File: config.mk
export PLATFORM = sky130hd
export DESIGN_NAME = sync_mod_up_counter
export DESIGN_NICKNAME = d
export VERILOG_FILES = /design/src/rtl/sync_mod_up_counter.sv
export SDC_FILE = /design/constraint.sdc
export NUM_CORES = 1
export LEC_CHECK = 0
export BUFFER_PORTS_ARGS = -buffer_cell sky130_fd_sc_hd__buf_2
export CAP_MARGIN = 5
export CORE_AREA = 4 4 41 43
export CTS_BUF_LIST = sky130_fd_sc_hd__clkbuf_4
export DETAILED_ROUTE_END_ITERATION = 10
export DIE_AREA = 0 0 45 47
export GPL_TIMING_DRIVEN = 0
export PLACE_DENSITY = 0.48
export SYNTH_ARGS = -nofsm -noshare
export SYNTH_HDL_FRONTEND = slang
export SYNTH_SLANG_ARGS = --single-unit
File: constraint.sdc
create_clock -name clk -period 3.5 [get_ports clk]
set_input_delay 0.175 -clock clk [delete_from_list [all_inputs] [get_ports clk]]
set_output_delay 0.175 -clock clk [all_outputs]
set_load 0.05 [all_outputs]
File: src/rtl/sync_mod_up_counter.sv
// sync_mod_up_counter
//   Fully synchronous modulo up counter (sequence 0 to modulus-1) with clear,
//   saturating parallel load, count enable, terminal-count carry, compare
//   match and a sticky overflow flag.
module sync_mod_up_counter #(
  parameter int unsigned W   = 3,
  parameter int unsigned MOD = 8
) (
  input  logic         clk,
  input  logic         rst,
  input  logic         clr,
  input  logic         load,
  input  logic [W-1:0] load_val,
  input  logic         en,
  input  logic [W-1:0] cmp_val,
  input  logic         ovf_clr,
  output logic [W-1:0] count,
  output logic         tc,
  output logic         wrap,
  output logic         cmp_hit,
  output logic         ovf
);

  generate
    if (MOD < 2 || MOD > (1 << W)) begin : g_bad_mod
      $error("sync_mod_up_counter: MOD must satisfy 2 <= MOD <= 2**W");
    end
  endgenerate

  // Terminal value held at W+1 bits so MOD = 2**W needs no special case.
  localparam logic [W:0] LAST = (W+1)'(MOD - 1);

  logic [W:0] count_ext;
  logic [W:0] count_inc;
  logic       at_last;
  logic       load_over;
  logic       wrap_now;

  always_comb begin
    count_ext = {1'b0, count};
    count_inc = count_ext + {{W{1'b0}}, 1'b1};
    at_last   = (count_ext == LAST);
    load_over = ({1'b0, load_val} > LAST);
    // A wrap happens only when counting is the winning action.
    wrap_now  = !clr && !load && en && at_last;
  end

  assign tc      = en && at_last;
  assign cmp_hit = (count == cmp_val);

  always_ff @(posedge clk) begin
    if (rst) begin
      count <= '0;
      wrap  <= 1'b0;
      ovf   <= 1'b0;
    end else begin
      wrap <= wrap_now;
      if (clr) begin
        count <= '0;
      end else if (load) begin
        count <= load_over ? LAST[W-1:0] : load_val;
      end else if (en) begin
        // Explicit return to zero instead of relying on truncation.
        count <= at_last ? '0 : count_inc[W-1:0];
      end

      if (wrap_now) begin
        ovf <= 1'b1;
      end else if (ovf_clr) begin
        ovf <= 1'b0;
      end
    end
  end

endmodule

==> impl_metrics.yaml <==
drt:
  routed_via_density: 4.25
  routed.top_layer: "met4"
  final_antenna_net_count: 0
  drt-initial-drc-count: 2
  dr_wl_met3_microns: 93
  wl_per_cell_microns: 10.5
  drc: 0
  num_vias: 276
  dr_wl_met2_microns: 255
  wl_met1_microns: 322
  drt_pass1_iterations: 2
  finalWirelength_microns: 682
final_layout:
  fin_nets: 65
  syn_to_final_growth_pct: 50.0
  diodes: 0
  instances_no_fill: 65
  fillCellCount: 150
  drive_gt1_frac: 0.480
timing:
  tightest_slew_ns: 0.252
  min_period_over_period: 0.442
  tns_ns: 0
  fin_ws_ns: 1.95
  rsz0062_at_grt: "no"
  finalClockSkew_ns: 0.00141
  fmax_mhz: 647
  hold_viol: 0
  period_minus_slack_ns: 1.55
  finalMaxSlewViolations: 0
  slew_headroom: 0.833
  final-setup-viol-count: 0
cts:
  cts_resized: 0
  cts_tree: "yes"
  cts_htree_levels: 1
  cts_hold_buffers: 0
  cts.path.max_buffers: 2
  clk_pin_slew_ns: 0.04
  clk_latency_ns: 0.24
  cts_made_buffers: 3
  clock_sinks: 5
  root_buffer: "clkbuf_4"
  cts_setup_buffers: 0
synthesis:
  synth_top_cell_area_share: 0.360
  synthCells: 28
  syn_nets: 42
  synthesis.area_sq_um: 278
  synthTopCellsByArea: "dfxtp_1 (36%), xor2_1 (9.5%), ha_1 (9.0%)"
  yosysMostFrequentCell: "dfxtp_1"
  async_flop_share: 0
  syn_avg_cell_area_sq_um: 9.92
  synth.distinct_cells: 14
  synth_area_leader_cell: "dfxtp_1"
  synth_ff_type: "dfxtp_1"
  ys_seq_elements: 5
  ys_seq_area_frac: 0.360
  synth_common_cells: "dfxtp_1 (5), nor2b_1 (3), xor2_1 (3)"
  synth-edff-count: 0
  ys_warn_count: 0
setup_path:
  cp.required_ns: 3.32
  crit_arrival_ns: 1.37
  critical_path.max_fanout: 5
  endpoint_kind: "output port"
  regToRegStartpoint: "count[0]"
  cp-start-kind: "register"
  crit_type: "register to output port"
  r2r_end: "count[0]"
  r2r_slack_ns: 2.08
  r2r_cells: 4
floorplan:
  rows: 13
  die_y_microns: 47
  start_util: 0.213
  core-area_sq_um: 1300
  die_area_sq_um: 2120
  die_w_microns: 45
  ios: 19
grt:
  grt_pass1_wl_microns: 1140
  grt_overflow: 0
  grt_pass1_vias: 285
  antenna_found_initial: 0
  grt_max_degree: 7
  grt_usage: 0.0837
run_status:
  status: "complete, no violations"
power_and_ir_drop:
  ir_drop_mv: 0.112
  powerDensity_nw_per_um2: 399
  static-leakage-power_nw: 0.227
place:
  dp_slack_ns: 2.08
  hpwlAfterDp_microns: 550
  place_congestion: 0.684
  dp_cells: 61
  portBuffers: 18
worst_hold_path:
  hold_path_depth: 2
  min_to: "ovf"
  min_from: "rst"
  hold_class: "input pin to register"
flow_run:
  cap_violations: 0
-- worst max-delay path: stages, from the launching register on --
cell and delay, ns:
dfxtp_1 0.40, ha_1 0.17, ha_1 0.16, nand2_1 0.09, inv_1 0.06, buf_2 0.25
-- sequential cells by signal, indices dropped and copies added (netlist names) --
signal,flops
wrap,1
count,3
ovf,1
-- cells by family (layout without fill, tap and decap cells) --
logic type,count (synthesis),in the layout,synth area share
simple gates,10,10,0.216
flops,5,5,0.360
compound gates,4,4,0.140
xor+xnor,3,3,0.0946
fa+ha+maj,2,2,0.0901
mux,2,2,0.0721
buf+inv,2,24,0.0270
-- worst max path at each step --
stage                     cells after the start      from  endpoint  slack, ns
after floorplan                               2  count[0]   cmp_hit       1.42
after detailed placement                      4  count[0]  count[0]       2.08
after global routing                          5  count[0]        tc       1.82
after global placement                        4  count[0]  count[0]       2.08
final                                         5  count[0]        tc       1.95
after CTS                                     5  count[0]        tc       1.92
-- power breakdown --
group          switching [mW]  internal, mW  total [mW]
clock network          0.0241        0.0509      0.0749
logic                  0.0181        0.0123      0.0303
registers             0.00199        0.0589      0.0609
-- layer usage --
layer	GRT usage	vias up
met2	0.110	19
met1	0.0907	112
met4	0.105	0
met5	0	-
li1	-	143
met3	0.0345	2
-- area by class of cell --
type                       instances  area, sq um  share of cell area
inverter                           2         7.51              0.0180
timing repair buffer              18         90.1               0.216
clock buffer                       4         30.0              0.0721
tap                               15         18.8              0.0450
sequential                         5          100               0.240
multi-input combinational         21          170               0.408
-- stage by stage --
step                      instance area, sq um  total power [mW]  hold WS, ns   util
after floorplan                            278            0.0807        0.254      -
after global placement                     387            0.0921        0.377  0.297
after detailed placement                   387            0.0926        0.383  0.297
after CTS                                  417             0.171        0.115  0.320
after global routing                       417             0.181        0.121  0.320
final                                      417             0.166        0.122  0.320
-- placed cells by master (no fill, tap or decap) --
| master | count |
|---|---|
| buf_2 | 18 |
| dfxtp_1 | 5 |
| clkbuf_4 | 4 |
| xor2_1 | 3 |
| nor2b_1 | 3 |
| inv_1 | 2 |
| nor3_1 | 2 |
| mux2i_1 | 2 |
| a211oi_1 | 2 |
| nand2b_1 | 2 |
| ha_1 | 2 |
| nand2_1 | 1 |
| or2_2 | 1 |
| o32ai_1 | 1 |
| or3b_1 | 1 |
| a311oi_2 | 1 |
(Power assumes the default switching activity.)
